**src/rtl/mb32_hw_bridge.sv**
```systemverilog
// 32-bit memory-bus slave that serves each word access as two back-to-back
// 16-bit half-word accesses (low half, then high half) to a synchronous RAM.
module mb32_hw_bridge #(
  parameter int DSZ = 32,
  parameter int ASZ = 15,
  parameter int MSZ = 16
) (
  input  logic           clk,
  input  logic           rst_n,
  input  logic           req,
  input  logic           we,
  input  logic [3:0]     bmsk,
  input  logic [ASZ-1:0] ai,
  input  logic [DSZ-1:0] vi,
  output logic [DSZ-1:0] vo,
  output logic           rdy,
  output logic           busy,
  output logic           m_cs,
  output logic           m_we,
  output logic [ASZ:0]   m_a,
  output logic [3:0]     m_msk,
  output logic [MSZ-1:0] m_di,
  input  logic [MSZ-1:0] m_do,
  output logic [1:0]     dbg_state_o
);

  // Handshake: req is sampled only while idle (busy=0); requests seen while
  // busy are dropped. Each accepted request ends with rdy high for exactly
  // one cycle, three edges after the accepting edge; vo is valid with rdy.
  localparam logic [1:0] S_IDLE = 2'd0;
  localparam logic [1:0] S_LO   = 2'd1;
  localparam logic [1:0] S_HI   = 2'd2;
  localparam logic [1:0] S_FIN  = 2'd3;

  logic [1:0]     state_q, state_d;
  logic           we_q, we_d;
  logic [3:0]     msk_q, msk_d;
  logic [ASZ-1:0] a_q, a_d;
  logic [DSZ-1:0] d_q, d_d;
  logic [MSZ-1:0] lo_q, lo_d;
  logic [DSZ-1:0] vo_q, vo_d;
  logic           rdy_q, rdy_d;

  always_comb begin
    state_d = state_q;
    we_d    = we_q;
    msk_d   = msk_q;
    a_d     = a_q;
    d_d     = d_q;
    lo_d    = lo_q;
    vo_d    = vo_q;
    rdy_d   = 1'b0;
    case (state_q)
      S_IDLE: begin
        if (req) begin
          we_d    = we;
          msk_d   = bmsk;
          a_d     = ai;
          d_d     = vi;
          state_d = S_LO;
        end
      end
      S_LO: state_d = S_HI;
      S_HI: begin
        lo_d    = m_do;
        state_d = S_FIN;
      end
      S_FIN: begin
        if (!we_q) vo_d = {m_do, lo_q};
        rdy_d   = 1'b1;
        state_d = S_IDLE;
      end
      default: state_d = S_IDLE;
    endcase
  end

  // Each byte-lane enable covers the two nibbles of that byte in the half.
  always_comb begin
    m_cs  = 1'b0;
    m_we  = 1'b0;
    m_a   = '0;
    m_msk = 4'b0000;
    m_di  = '0;
    case (state_q)
      S_LO: begin
        m_cs  = 1'b1;
        m_we  = we_q & (|msk_q[1:0]);
        m_a   = {a_q, 1'b0};
        m_msk = {msk_q[1], msk_q[1], msk_q[0], msk_q[0]};
        m_di  = d_q[MSZ-1:0];
      end
      S_HI: begin
        m_cs  = 1'b1;
        m_we  = we_q & (|msk_q[3:2]);
        m_a   = {a_q, 1'b1};
        m_msk = {msk_q[3], msk_q[3], msk_q[2], msk_q[2]};
        m_di  = d_q[DSZ-1:MSZ];
      end
      default: ;
    endcase
  end

  always_ff @(posedge clk or negedge rst_n) begin
    if (!rst_n) begin
      state_q <= S_IDLE;
      we_q    <= 1'b0;
      msk_q   <= 4'b0000;
      a_q     <= '0;
      d_q     <= '0;
      lo_q    <= '0;
      vo_q    <= '0;
      rdy_q   <= 1'b0;
    end else begin
      state_q <= state_d;
      we_q    <= we_d;
      msk_q   <= msk_d;
      a_q     <= a_d;
      d_q     <= d_d;
      lo_q    <= lo_d;
      vo_q    <= vo_d;
      rdy_q   <= rdy_d;
    end
  end

  assign vo          = vo_q;
  assign rdy         = rdy_q;
  assign busy        = (state_q != S_IDLE);
  assign dbg_state_o = state_q;

endmodule

```
**config.mk**
```make
export PLATFORM = sky130hd
export DESIGN_NAME = mb32_hw_bridge
export DESIGN_NICKNAME = d
export VERILOG_FILES = /design/src/rtl/mb32_hw_bridge.sv
export SDC_FILE = /design/constraint.sdc
export NUM_CORES = 1
export LEC_CHECK = 0
export CAP_MARGIN = 40
export CORE_AREA = 2 2 109 100
export DETAILED_ROUTE_END_ITERATION = 6
export DIE_AREA = 0 0 111 102
export GPL_TIMING_DRIVEN = 0
export HOLD_SLACK_MARGIN = 0.12
export PLACE_DENSITY_LB_ADDON = 0.05
export SLEW_MARGIN = 5
export SYNTH_ARGS = -nofsm -noshare
export SYNTH_HDL_FRONTEND = slang
export SYNTH_SLANG_ARGS = --single-unit
```
**constraint.sdc**
```tcl
create_clock -name clk -period 2.4 [get_ports clk]
set_clock_uncertainty 0.2 [all_clocks]
set_input_delay 0.6 -clock clk [delete_from_list [all_inputs] [get_ports clk]]
set_output_delay 0.6 -clock clk [all_outputs]
set_load 0.02 [all_outputs]
```
==> reports/results.ini, run 1 <==
[power]
clockPowerShare_pct = 14.6
p_comb_share_pct = 56.4
power_switching_uw = 3740
p_leak_uw = 0.003084
p_per_area_nw_per_um2 = 1586
peakVddDrop_uv = 959.8
internal_power_uw = 7348
switching_share_pct = 33.73
p_seq_share_pct = 28.9

[die]
placementRows = 35
dieWidth_um = 111
fp.coreArea_um2 = 10120
dieArea_um2 = 11320
pin_count = 145
start_util_pct = 44.58
die_h_um = 102

[run_status]
violations = negative setup slack
status = finished with violations

[route]
num_vias = 2957
ant_nets = 0
drtIter0Drc = 69
drt_drc_violations_left = 0
drt-total-wl_um = 9987
vias_per_cell = 4.920
wl_per_cell_um = 16.62
drt_pass1_iterations = 4

[setup_path]
crit_fanout = 5
r2r_start = dbg_state_o[1]
worstSetupPathType = flip-flop to output pin
arrival_ns = 1.74
crit_path_end = m_di[9]
start_kind = flip-flop
worstPathRequired_ns = 1.60
startpoint = dbg_state_o[1]
rr_endpoint = lo_q[6]
setup.worst_path.end_class = output pin
reg2reg_depth = 7
r2r_setup_slack_ns = 0.37

[cts]
htreeDepth = 3
clk_path_buf_depth = 2
cts-root-buf = clkbuf_16
path_clk_slew_ns = 0.07
cts_tree = built
clock-sinks = 103
clk_latency_ns = 0.34
numCtsBuffers = 9

[placed_design]
dp.cells = 568
gp_congestion = 0.7630
placed_area_um2 = 6185
numPortBuffers = 144
dp_hpwl_um = 7051

[global_route]
grtUsageMet3_pct = 6.702
grt_max_degree = 63
met1_usage_pct = 21.34
grt_overflow_total = 0
antenna_found_initial = 0
grt_use_total_pct = 18.23
grt_pass1_wl_um = 16130
use_met2_pct = 31.81
grt_pass1_vias = 3203
busiest_layer = met2

[timing]
holdWs_ns = 0.2972
final_hold_viol_count = 0
setup_viol = 30
fmax_ghz = 0.3942
period_share_pct = 105.7
setup_ws_ns = -0.1365
worst_pin_slew_ns = 0.5588
layout_min_cycle_time_ns = 2.537
finalMaxSlewViolations = 0
final.setup.tns_ns = -3.042
rsz0062_at_grt = yes
slew_headroom_pct = 62.74

[logic_synthesis]
synth_top_area_share_pct = 57.16
synth_top_area_cell = dfrtp_1
ys_types = 21
avgSynthCellArea_um2 = 15.34
synthCells = 294
yosys_warnings = 0
ys_top_cells_by_area = dfrtp_1, mux2_2, mux2_4, a22oi_1, nor2b_1
yosysSeqAreaShare_pct = 57.16
syn_nets = 371
syn-cell-area_um2 = 4509
synth-seq-cells = 103

[finish]
regArea_um2 = 2580
n_fill_cell = 723
drive_gt1_share_pct = 51.27
multi_input_area_um2 = 1958
syn2layout_area_growth_pct = 54.99
layoutNonFillerInstCount = 601
final_util_pct = 69.09
final_area_um2 = 6989
fin_nets = 544
n_antenna_cell = 0

[worst_hold_path]
hold_path_class = flip-flop to flip-flop
min_delay_path_depth = 1

[run]
maxCapViolations = 0

==> layout by cell type, fill, tap and decap left out <==
| cell | n |
|---|---|
| dlygate4sd3_1 | 1 |
| clkbuf_8 | 3 |
| clkdlybuf4s15_1 | 1 |
| buf_4 | 20 |
| dfrtp_1 | 101 |
| o21a_4 | 1 |
| mux2_4 | 30 |
| inv_4 | 2 |
| clkinv_4 | 1 |
| a22oi_2 | 17 |
| mux2_2 | 71 |
| nor2b_1 | 13 |
| mux2i_1 | 1 |
| nor2b_4 | 3 |
| nand2b_4 | 1 |
| dfrtp_2 | 2 |
| dlygate4sd2_1 | 3 |
| clkbuf_16 | 10 |
| ha_4 | 3 |
| nor2b_2 | 3 |
| clkinvlp_4 | 1 |
| and2_4 | 15 |
| nor2_1 | 2 |
| buf_6 | 38 |
| bufinv_16 | 2 |
| inv_1 | 1 |
| ha_1 | 3 |
| nor3_4 | 1 |
| buf_12 | 4 |
| clkdlybuf4s50_1 | 103 |
| buf_8 | 7 |
| buf_2 | 2 |
| buf_16 | 2 |
| a211oi_4 | 1 |
| nand2_2 | 2 |
| a22oi_1 | 1 |
==> routing by layer <==
metal	vias to the layer above	part of all wire (%)
li1	1376	-
met1	1476	40
met2	93	50
met3	12	8.2
met4	0	1.7
met5	-	0
==> power by group through the flow <==
stage | combinational [uW] | sequential [uW] | clock [uW]
floorplan | 2980 | 3410 | 0
global placement | 5180 | 3120 | 0
finish | 6260 | 3210 | 1620
CTS | 6020 | 3200 | 1660
detailed placement | 5250 | 3170 | 0
global route | 6660 | 3330 | 1730
==> registers in the layout (all words and copies together) (netlist names) <==
signal and cells:
a_q 15, d_q 32, dbg_state_o 2, lo_q 16, msk_q 4, rdy 1
vo 32, we_q 1
==> per-stage QoR <==
stage | total power (uW) | setup WS, ns
detailed placement | 8419 | -0.6420
global placement | 8298 | -3.814
CTS | 10890 | -0.1777
global route | 11730 | -0.2193
finish | 11090 | -0.1365
floorplan | 6397 | -0.001487
==> synth_stat cells <==
cell type  number
nor2b_1        19
buf_12          3
a211oi_1        1
nand2b_4        1
dfrtp_1       103
clkbuf_1        3
mux2i_1         1
inv_1           3
nand2_1         1
mux2_2         71
buf_6           6
mux2_4         30
a22oi_1        18
buf_2           5
nor3_1          1
o21a_1          1
ha_1            6
nand2_2         1
and2_1         15
buf_4           3
nor2_1          2
==> logic make-up (layout without fill, tap and decap cells) <==
kind of cell | after synthesis | after routing | synth area share, %
mux | 102 | 102 | 27.94
compound gates | 20 | 20 | 3.330
buf+inv | 23 | 201 | 4.384
flops | 103 | 103 | 57.16
simple gates | 40 | 40 | 5.521
fa+ha+maj | 6 | 6 | 1.665
==> critical path, stage by stage (launching register included) <==
cell and delay [ns]:
dfrtp_2 0.43, buf_6 0.13, ha_4 0.19, buf_12 0.13, buf_16 0.13, a22oi_2 0.15, nor2b_1 0.08, buf_4 0.16
==> area by class of cell <==
type                       count  area share [%]
clock buffer                  12           3.813
multi-input combinational    168           28.02
clock inverter                 4           1.092
inverter                       3          0.2327
sequential                   103           36.91
tap                          129           2.309
timing repair buffer         163           24.04
buffer                        19           3.580
==> worst min-delay path by stage <==
stage	to	slack, ns	from
2_1_floorplan	a_q[0]	0.10	rst_n
3_5_place_dp	a_q[4]	0.29	a_q[4]
5_1_grt	vo[9]	0.31	lo_q[9]
6_report	vo[9]	0.30	lo_q[9]
4_1_cts	vo[9]	0.30	lo_q[9]
3_3_place_gp	a_q[3]	0.28	a_q[3]
==> repair_timing <==
action / 4_1_cts / 5_1_grt
buffers inserted: 12 / 3
endpoints found under the hold margin: 41 / 0
setup endpoints to repair: 39 / 36
resized for setup: 264 / 28
pin swaps: 17 / 7
gates cloned: 2 / 1
hold buffers: 1 / 0
No activity file was read; power rests on OpenSTA's default activity.
==> run 2: changes to the inputs <==
- CORE_AREA: 2 2 109 100 -> 2 2 115 106
- DIE_AREA: 0 0 111 102 -> 0 0 117 108
- GPL_ROUTABILITY_DRIVEN: unset -> 0
- clock period: 2.4 -> 3 ns (I/O delays scaled with it)
==> run 2 against run 1 <==
  * The flow now finishes without violations
  * Die area grew 12%
  * First-iteration DRC count grew 110%
  * Count of clock-buffer cells in the layout shrank 1
  * Combinational power shrank 35%
  * Via count shrank 3.6%
  * Hold slack lost 0.074 ns
  * Routed wire length is essentially flat
==> reports/results.ini, run 2 (synthesized netlist as in run 1, its figures left out) <==
[power]
p_leak_uw = 0.002913  ; -5.6%
p_per_area_nw_per_um2 = 1192  ; -25%
peakVddDrop_uv = 700.7  ; -27%
power_switching_uw = 2705  ; -28%
p_comb_share_pct = 52.4  ; -4.0 points
clockPowerShare_pct = 15.7  ; +1.1 points
p_seq_share_pct = 31.9  ; +3.0 points
switching_share_pct = 34.86  ; +1.1 points
internal_power_uw = 5055  ; -31%

[timing]
final.setup.tns_ns = 0  ; +3.042 ns
period_share_pct = 97.30
slew_headroom_pct = 57.22  ; -5.5 points
finalMaxSlewViolations = 0  ; unchanged
setup_viol = 0  ; -100%
fmax_ghz = 0.3426
final_hold_viol_count = 0  ; unchanged
worst_pin_slew_ns = 0.6417  ; +0.08288 ns
rsz0062_at_grt = yes
layout_min_cycle_time_ns = 2.919

[route]
drt_drc_violations_left = 0  ; unchanged
drt-total-wl_um = 9996  ; about the same
topRoutingLayerUsed = met4
num_vias = 2851  ; -3.6%
routed-wl-met3_um = 699  ; -14%
wl_met2_um = 4621  ; -6.8%
ant_nets = 0  ; unchanged
drtIter0Drc = 145  ; +110%
wl_per_cell_um = 16.31  ; -1.9%
m1WireLength_um = 4509  ; +12%
drt_pass1_iterations = 4  ; unchanged
vias_per_cell = 4.651  ; -5.5%

[setup_path]
cp_slowest_cell = dfrtp_1
arrival_ns = 1.97  ; +0.23 ns
reg2reg_depth = 6  ; -1
worstPathRequired_ns = 2.05  ; +0.45 ns
start_kind = flip-flop
path_buf_inv = 3  ; -1
worst-path-stages = 6  ; -1
crit_family = buffers and inverters
worstSetupPathType = flip-flop to output pin
crit_fanout = 10  ; +5
crit_chain = inv_2 > ha_2 > buf_4 > a22oi_1 > nor2b_1 > dlygate4sd2_1
cpPeakStageDelay_ns = 0.41  ; -0.02 ns
setup.worst_path.end_class = output pin

[finish]
n_antenna_cell = 0  ; unchanged
mostFrequentLayoutCells = clkdlybuf4s50_1, dfrtp_1, mux2_2, mux2_4, dlygate4sd2_1
final_common_cell = clkdlybuf4s50_1
final_area_um2 = 6509  ; -6.9%
syn2layout_area_growth_pct = 44.34
drive_gt1_share_pct = 35.45  ; -16 points
fin_nets = 530  ; -2.6%

[die]
die_h_um = 108  ; +5.9%
pin_count = 145  ; unchanged
start_util_pct = 39.76  ; -4.8 points
dieWidth_um = 117  ; +5.4%
placementRows = 37  ; +5.7%
dieArea_um2 = 12640  ; +12%
fp.coreArea_um2 = 11340  ; +12%

[global_route]
grt_use_total_pct = 16.64  ; -1.6 points
grt_max_degree = 57  ; -9.5%
grt_pass1_vias = 3055  ; -4.6%
grt_pass1_wl_um = 15910  ; -1.4%
grt_overflow_total = 0  ; unchanged
antenna_found_initial = 0  ; unchanged

[cts]
numCtsBuffers = 9  ; unchanged
cts_tree = built
clk_path_buf_depth = 2  ; unchanged
clock-sinks = 103  ; unchanged
htreeDepth = 3  ; unchanged
path_clk_slew_ns = 0.07  ; about the same
clk_latency_ns = 0.34  ; about the same
cts-root-buf = clkbuf_16

[worst_hold_path]
hold_path_class = input pin to asynchronous set/reset pin

[placed_design]
numPortBuffers = 144  ; unchanged
dp_hpwl_um = 6957  ; -1.3%
placed_area_um2 = 6171  ; -0.22%

[run]
maxCapViolations = 0  ; unchanged

[run_status]
status = finished, final reports clean

-- run 2: final timing paths --
kind,slack [ns],startpoint,endpoint
hold reg to reg,0.30,a_q[4],a_q[4]
hold / removal,0.22,rst_n,lo_q[3]
max in group asynchronous,1.68,rst_n,lo_q[8]
min in group clk,0.30,a_q[4],a_q[4]
setup / recovery,0.08,dbg_state_o[0],m_di[4]
setup reg to reg,1.12,dbg_state_o[1],lo_q[7]
-- run 2: final cells by class --
| type | instances | area [um^2] |
|---|---|---|
| inverter | 3 | 11.26 |
| tap | 156 | 195.2 |
| multi-input combinational | 168 | 1749 |
| buffer | 20 | 216.5 |
| clock buffer | 11 | 252.7 |
| sequential | 103 | 2579 |
| timing repair buffer | 148 | 1451 |
| fill | 970 | 4833 |
| clock inverter | 4 | 53.80 |
-- run 2: power groups by stage --
stage | Sequential [uW] | Combinational, uW | Clock [uW]
global route | 2580 | 4370 | 1310
finish | 2480 | 4060 | 1220
global placement | 2490 | 4100 | 0
floorplan | 2730 | 2300 | 0
CTS | 2490 | 4100 | 1250
detailed placement | 2520 | 4140 | 0
-- run 2: what timing repair did --
| action | CTS | global route |
|---|---|---|
| gates cloned | 0 | 0 |
| setup buffers | 3 | 0 |
| setup endpoints to repair | 36 | 16 |
| hold buffers | 0 | 0 |
| gates resized for setup | 71 | 17 |
-- run 2: metal layers --
metal | up-vias | track usage, %
met3 | 11 | 5.774
met2 | 86 | 25.89
met4 | 0 | 5.210
met5 | - | 0
met1 | 1414 | 21.96
li1 | 1340 | -
-- run 2: through the flow --
| stage | total power, uW | setup WS, ns | utilization (%) | instances | hold WS (ns) |
|---|---|---|---|---|---|
| after global placement | 6585 | -3.035 | 54.19 | 594 | 0.2795 |
| after global routing | 8262 | -0.04278 | 57.39 | 613 | 0.2726 |
| after floorplan | 5032 | 0.1427 | - | 294 | 0.2544 |
| after detailed placement | 6663 | -0.2531 | 54.41 | 595 | 0.2847 |
| final | 7760 | 0.08102 | 57.39 | 613 | 0.2234 |
| after CTS | 7834 | 0.02063 | 57.40 | 613 | 0.2472 |
==> run 3: changes to the inputs <==
- CORE_AREA: 2 2 115 106 -> 2 2 133 122
- DIE_AREA: 0 0 117 108 -> 0 0 135 124
==> run 3 against run 2 <==
  * Routed wire length rose by 2.5%
  * Worst setup slack improved by 0.039 ns
  * Maximum frequency is 1.4% higher
  * Die area is 32% higher
  * Sequential power hardly changed
  * Core utilization fell by 14 points
  * Critical path depth unchanged
  * Design area up 1.1%
  * Critical path type unchanged
  * Flip-flop and latch count unchanged
  * Combinational power hardly changed
==> reports/results.ini, run 3 (synthesized netlist as in run 1, its figures left out) <==
[route]
ant_nets = 0  ; unchanged
drtIter0Drc = 82  ; -43%
drt_pass1_iterations = 5  ; +1
num_vias = 2899  ; +1.7%
vias_per_cell = 4.386  ; -5.7%
wl_per_cell_um = 15.49  ; -5.0%
drt_drc_violations_left = 0  ; unchanged
drt-total-wl_um = 10240  ; +2.5%

[cts]
clock-sinks = 103  ; unchanged
cts_tree = built
path_clk_slew_ns = 0.07  ; about the same
clk_latency_ns = 0.35  ; about the same
numCtsBuffers = 9  ; unchanged
cts-root-buf = clkbuf_16
htreeDepth = 3  ; unchanged
clk_path_buf_depth = 2  ; unchanged

[setup_path]
worstSetupPathType = flip-flop to output pin
crit_fanout = 10  ; unchanged
startpoint = dbg_state_o[0]
cp_slowest_cell = dfrtp_1
arrival_ns = 1.93  ; -0.04 ns
worstPathRequired_ns = 2.05  ; about the same
r2r_setup_slack_ns = 1.07  ; -0.05 ns
r2r_start = dbg_state_o[1]
setup.worst_path.end_class = output pin
cpPeakStageDelay_ns = 0.41  ; about the same
crit_chain = ha_1 > buf_6 > o21a_2 > buf_4 > and2_1 > clkdlybuf4s15_2
start_kind = flip-flop

[die]
dieArea_um2 = 16740  ; +32%
die_h_um = 124  ; +15%
dieWidth_um = 135  ; +15%
fp.coreArea_um2 = 15280  ; +35%
placementRows = 43  ; +16%
pin_count = 145  ; unchanged
start_util_pct = 29.51  ; -10 points

[power]
power.total_uw = 7678  ; -1.1%
peakVddDrop_uv = 460.5  ; -34%
p_leak_uw = 0.002914  ; about the same
p_per_area_nw_per_um2 = 1167  ; -2.1%

[timing]
setup_viol = 0  ; unchanged
holdWs_ns = 0.2986  ; +0.07513 ns
period_share_pct = 96.00  ; -1.3 points
slew_headroom_pct = 72.57  ; +15 points
final_hold_viol_count = 0  ; unchanged
final.setup.tns_ns = 0  ; unchanged
finalMaxSlewViolations = 0  ; unchanged
layout_min_cycle_time_ns = 2.880  ; -0.03894 ns
worst_pin_slew_ns = 0.4115  ; -0.2302 ns
rsz0062_at_grt = no
fmax_ghz = 0.3472  ; +1.4%
setup_ws_ns = 0.1200  ; +0.03894 ns

[finish]
syn2layout_area_growth_pct = 45.89
fin_nets = 531  ; +0.19%
n_antenna_cell = 0  ; unchanged
drive_gt1_share_pct = 35.51  ; +0.063 points
n_fill_cell = 1466  ; +51%
final_common_cell = clkdlybuf4s50_1
mostFrequentLayoutCells = clkdlybuf4s50_1, dfrtp_1, mux2_2, mux2_4, dlygate4sd2_1
layoutNonFillerInstCount = 661  ; +7.8%

[placed_design]
numPortBuffers = 144  ; unchanged
dp_slack_ns = -0.2363  ; +0.01682 ns
dp_hpwl_um = 7164  ; +3.0%
dp.cells = 641  ; +7.7%

[global_route]
grt_pass1_wl_um = 16190  ; +1.7%
grt_overflow_total = 0  ; unchanged
antenna_found_initial = 0  ; unchanged
grt_pass1_vias = 2962  ; -3.0%
grt_use_total_pct = 12.94  ; -3.7 points
grt_max_degree = 65  ; +14%

[run]
maxCapViolations = 0  ; unchanged

[worst_hold_path]
hp-start = a_q[8]
hold_path_class = flip-flop to flip-flop

[run_status]
status = finished, final reports clean

-- run 3: final timing paths --
kind / to / cells after the start
setup / recovery: m_a[12] / 6
hold / removal: a_q[8] / 1
max in group asynchronous: d_q[11] / 3
setup reg to reg: lo_q[14] / 6
min in group asynchronous: vo[19] / 2
hold reg to reg: a_q[8] / 1
-- run 3: through the flow --
step | util, % | cell area (um^2)
final | 43.06 | 6579
after floorplan | - | 4509
after detailed placement | 40.79 | 6232
after global placement | 40.60 | 6203
after CTS | 42.90 | 6555
after global routing | 43.06 | 6579
-- run 3: worst max-delay path, delay by kind of cell, from the launching register on --
| family | cells | cell delay (ns) |
|---|---|---|
| fa+ha+maj | 1 | 0.21 |
| simple gates | 1 | 0.15 |
| buf+inv | 3 | 0.57 |
| flops | 1 | 0.41 |
| compound gates | 1 | 0.24 |
-- run 3: layout make-up --
class / instances / area (um^2) / share of cell area [%]
Sequential cell: 103 / 2579 / 39.20
Clock buffer: 12 / 246.5 / 3.747
Buffer: 20 / 214.0 / 3.252
Tap cell: 202 / 252.7 / 3.842
Clock inverter: 4 / 30.03 / 0.4564
Timing Repair Buffer: 149 / 1480 / 22.50
Multi-Input combinational cell: 168 / 1765 / 26.84
Inverter: 3 / 11.26 / 0.1712
-- run 3: metal layers --
metal,vias to the layer above,share of wire [%],track usage [%]
li1,1346,-,-
met1,1448,44,16.28
met2,93,46,19.80
met3,12,8.8,6.146
met4,0,1.4,3.971
met5,-,0,0
-- run 3: power by group --
group | internal, uW | switching, uW | total (uW)
clock | 590 | 526 | 1120
combinational | 2260 | 1820 | 4090
sequential | 2120 | 359 | 2480
total | 4970 | 2710 | 7680
-- run 3: what timing repair did --
item	in CTS	in global routing
hold buffers	1	0
buffers inserted	2	1
endpoints found under the setup margin	36	27
endpoints found under the hold margin	15	0
resized for setup	79	5
pin swaps	0	0
